==> src/rtl/sipo_reg.sv <==
// Serial-in, parallel-out deserializer with a one-word valid/ready holding
// register and sticky overrun detection for words that arrive while it is full.
module sipo_reg #(
  parameter int WIDTH     = 8,
  parameter int MSB_FIRST = 1
) (
  input  logic             clk_i,
  input  logic             rst_ni,
  input  logic             din_i,
  input  logic             shift_i,
  input  logic             clear_i,
  output logic [WIDTH-1:0] dout_o,
  output logic             valid_o,
  input  logic             ready_i,
  output logic             overrun_o
);

  localparam int CW = (WIDTH > 1) ? $clog2(WIDTH) : 1;
  localparam logic [CW-1:0] LAST = CW'(WIDTH - 1);

  logic [WIDTH-1:0] sr;
  logic [CW-1:0]    cnt;
  logic [WIDTH-1:0] hold;
  logic             valid;
  logic             ovr;

  logic [WIDTH-1:0] sr_next;
  logic             accept;
  logic             complete;
  logic             xfer;
  logic             load;
  logic             drop;

  // NOTE: every signal driven here gets a default first, so no path leaves it
  // unassigned and no latch is inferred.
  always_comb begin
    sr_next  = sr;
    accept   = shift_i && !clear_i;
    complete = accept && (cnt == LAST);
    xfer     = valid && ready_i;
    // A completed word may take the holding slot if it is empty or being
    // drained on this very edge; otherwise it is lost.
    load     = complete && (!valid || ready_i);
    drop     = complete && valid && !ready_i;
    if (MSB_FIRST != 0) begin
      sr_next = {sr[WIDTH-2:0], din_i};
    end else begin
      sr_next = {din_i, sr[WIDTH-1:1]};
    end
  end

  // NOTE: sequential state uses non-blocking assignments so every register
  // samples the pre-edge values regardless of statement order.
  always_ff @(posedge clk_i or negedge rst_ni) begin
    if (!rst_ni) begin
      sr  <= '0;
      cnt <= '0;
    end else if (clear_i) begin
      sr  <= '0;
      cnt <= '0;
    end else if (shift_i) begin
      if (cnt == LAST) begin
        sr  <= '0;
        cnt <= '0;
      end else begin
        sr  <= sr_next;
        cnt <= cnt + CW'(1);
      end
    end
  end

  // NOTE: the holding register is a plain register, not a memory, so it is
  // reset with the rest of the state to give a defined dout_o after reset.
  always_ff @(posedge clk_i or negedge rst_ni) begin
    if (!rst_ni) begin
      hold  <= '0;
      valid <= 1'b0;
    end else begin
      if (load) begin
        hold <= sr_next;
      end
      if (load) begin
        valid <= 1'b1;
      end else if (xfer) begin
        valid <= 1'b0;
      end
    end
  end

  always_ff @(posedge clk_i or negedge rst_ni) begin
    if (!rst_ni) begin
      ovr <= 1'b0;
    end else if (clear_i) begin
      ovr <= 1'b0;
    end else if (drop) begin
      ovr <= 1'b1;
    end
  end

  assign dout_o    = hold;
  assign valid_o   = valid;
  assign overrun_o = ovr;

endmodule

==> config.mk <==
export PLATFORM = sky130hd
export DESIGN_NAME = sipo_reg
export DESIGN_NICKNAME = d
export VERILOG_FILES = /design/src/rtl/sipo_reg.sv
export SDC_FILE = /design/constraint.sdc
export NUM_CORES = 1
export LEC_CHECK = 0
export ABC_CLOCK_PERIOD_IN_PS = 2050
export BUFFER_PORTS_ARGS = -buffer_cell sky130_fd_sc_hd__buf_2
export CORE_MARGIN = 8
export CORE_UTILIZATION = 50
export DETAILED_ROUTE_END_ITERATION = 8
export PLACE_DENSITY = 0.73
export SLEW_MARGIN = 20
export SYNTH_ARGS = -nofsm -noshare
export SYNTH_HDL_FRONTEND = slang
export SYNTH_SLANG_ARGS = --single-unit
==> constraint.sdc <==
create_clock -name clk_i -period 2.05 [get_ports clk_i]
set_clock_uncertainty 0.15 [all_clocks]
set_input_delay 0.41 -clock clk_i [delete_from_list [all_inputs] [get_ports clk_i]]
set_output_delay 0.41 -clock clk_i [all_outputs]
set_load 0.05 [all_outputs]
==> results.yml <==
outcome:
  status: "completed"
layout:
  fillerInstances: 143
  syn2layout_area_growth_pct: 16.9
  drive_gt1_share_pct: 36.0
  nNetsFinal: 95
  diodes: 0
synth:
  syn_inst: 67
  synthMostInstantiatedCell: "dfrtp_1"
  synth_area_leader_cell: "dfrtp_1"
  synth-main-ff-cell: "dfrtp_1"
  ys_warn_count: 0
  seq_area_frac_synth_pct: 58.7
  avgSynthCellArea_sq_um: 12.7
  syn_nets: 75
  synthArstFlopShare_pct: 100
  synth_common_cells: "dfrtp_1 (20), mux2_2 (8), a21oi_1 (7), nand2b_1 (7), nand3b_1 (7)"
  yosys.area.top_type_share_pct: 58.7
  ys_types: 15
  netlist_area_sq_um: 852
  synth_seq_cells: 20
  yosys-top-cells-area: "dfrtp_1 (59%), mux2_2 (11%), nand3b_1 (6.2%)"
  synth-edff-count: 0
cts:
  clk_latency_ns: 0.29
  cts_buffer_depth: 2
  cts_buffers: 3
  hold_buffers: 1
  ctsResizeCount: 0
  clkTransAtPathRegs_ns: 0.11
  post_cts_buffers: 0
  cts_sinks: 20
  root_buffer: "clkbuf_4"
  cts_tree: "yes"
  htreeDepth: 1
sta:
  drv_slew: 0
  tightest_slew_ns: 0.427
  finalSetupViolations: 0
  grt_setup_unrepaired: "false"
  finalHoldViolations: 0
  totalNegativeSetupSlack_ns: 0
  post-route-min-period_ns: 1.76
  holdWs_ns: 0.210
  relSlewSlack_pct: 71.5
  fin_crit_sh_pct: 85.9
  fmax_mhz: 568
grt:
  grt_first_pass_wirelength_um: 2500
  antenna_found_initial: 0
  grt_max_degree: 21
  grt_usage_pct: 9.49
  first_global_vias: 572
  grt_overflow: 0
critical_path:
  worst_path_most_repeated_cell: "ha_1"
  crit_chain: "ha_1, ha_1, nand2_2, nor3_4, mux2_2"
  crit_required_ns: 2.09
  critPathBufInv: 0
  critPathKind: "reg -> reg"
  cp_top_family: "simple AND/OR/NAND/NOR gates"
  cpMaxStageDelayCell: "dfrtp_1"
  crit_arrival_ns: 1.80
  slowest_delay_ns: 0.39
  end_kind: "flip-flop"
  ff2ff_path_depth: 5
  crit_fanout: 8
  path_depth: 5
  start_kind: "flip-flop"
drt:
  vias: 553
  avgRoutedWirePerCell_um: 13.3
  drtAntennaViolNets: 0
  drt_iter0_drc: 2
  drc: 0
  routed_wl_um: 1370
  viasPerCell: 5.37
  drtPass1Iterations: 3
die:
  die_w_um: 57.3
  dieArea_sq_mm: 0.00328
  rows: 15
  start_util_pct: 51.0
  die_y_um: 57.3
  coreArea_sq_mm: 0.00167
  ios: 16
placement:
  io_buffers: 15
  place_congestion: 0.735
worst_hold_path:
  whs_path_depth: 2
  hold_class: "in -> reg"
power:
  cellPowerDensity_mw_per_mm2: 667
  ir_drop_uv: 351
  power.leakage_nw: 0.508
job:
  max-cap-violations: 0
## routing by layer
metal	vias up	GRT usage, %	part of all wire [%]
li1	270	-	-
met1	268	11.9	46
met2	13	14.5	47
met3	2	2.91	5.6
met4	0	4.29	1.2
met5	-	0	0
## where the power goes
| group | leakage [nW] | switching [W] | internal [W] |
|---|---|---|---|
| combinational | 0.210 | 0.0000230 | 0.0000150 |
| clock | 0.0210 | 0.000114 | 0.000108 |
| sequential | 0.277 | 0.00000398 | 0.000400 |
## metrics by stage
step	cells	area, sq um	setup WS [ns]	total power (W)	utilization [%]
6_report	103	996	0.288	0.000664	59.6
5_1_grt	103	996	0.130	0.000690	59.6
4_1_cts	103	996	0.243	0.000671	59.6
3_5_place_dp	98	950	0.255	0.000450	56.9
3_3_place_gp	98	950	0.311	0.000449	56.9
2_1_floorplan	67	852	0.307	0.000432	-
## registers in the layout, summed over array words and instances (netlist names)
register	cells
dout_o	8
sr	7
cnt	3
valid_o	1
overrun_o	1
## cell type report
type                            count  area (sq um)  share of cell area (%)
Sequential cell                    20           500                    50.3
Tap cell                           17          21.3                    2.14
Timing Repair Buffer               18           100                    10.1
Multi-Input combinational cell     44           338                    33.9
Clock buffer                        4          36.3                    3.64
## kinds of logic after synthesis
family | synth area share (%)
flip-flops | 58.7
multiplexers | 14.1
AO/OA/AOI/OAI | 5.73
adder cells (fa/ha/maj) | 2.94
AND/OR/NAND/NOR | 16.9
buffers and inverters | 1.61
## final timing paths
check | from | slack, ns | to
worst max register to register | cnt[0]$_DFFE_PN0P_ | 0.29 | dout_o[6]$_DFFE_PN0P_
max in group asynchronous | rst_ni | 1.03 | dout_o[1]$_DFFE_PN0P_
min in group asynchronous | rst_ni | 0.42 | dout_o[6]$_DFFE_PN0P_
worst min-delay path | din_i | 0.21 | dout_o[0]$_DFFE_PN0P_
worst max-delay path | cnt[0]$_DFFE_PN0P_ | 0.29 | dout_o[6]$_DFFE_PN0P_
worst min register to register | dout_o[7]$_DFFE_PN0P_ | 0.36 | dout_o[7]$_DFFE_PN0P_
## cell usage in the layout (no fill, tap or decap)
master         count
dfrtp_1           20
buf_2             15
mux2_2             8
nand2b_1           7
nand3b_1           7
a21oi_1            7
nor2_1             5
mux2i_1            3
clkbuf_4           3
ha_1               2
buf_4              2
nor2b_1            1
nand2_2            1
nor3_4             1
o21bai_1           1
a31oi_1            1
clkbuf_8           1
dlygate4sd3_1      1
Power figures use the tool's default switching activity.
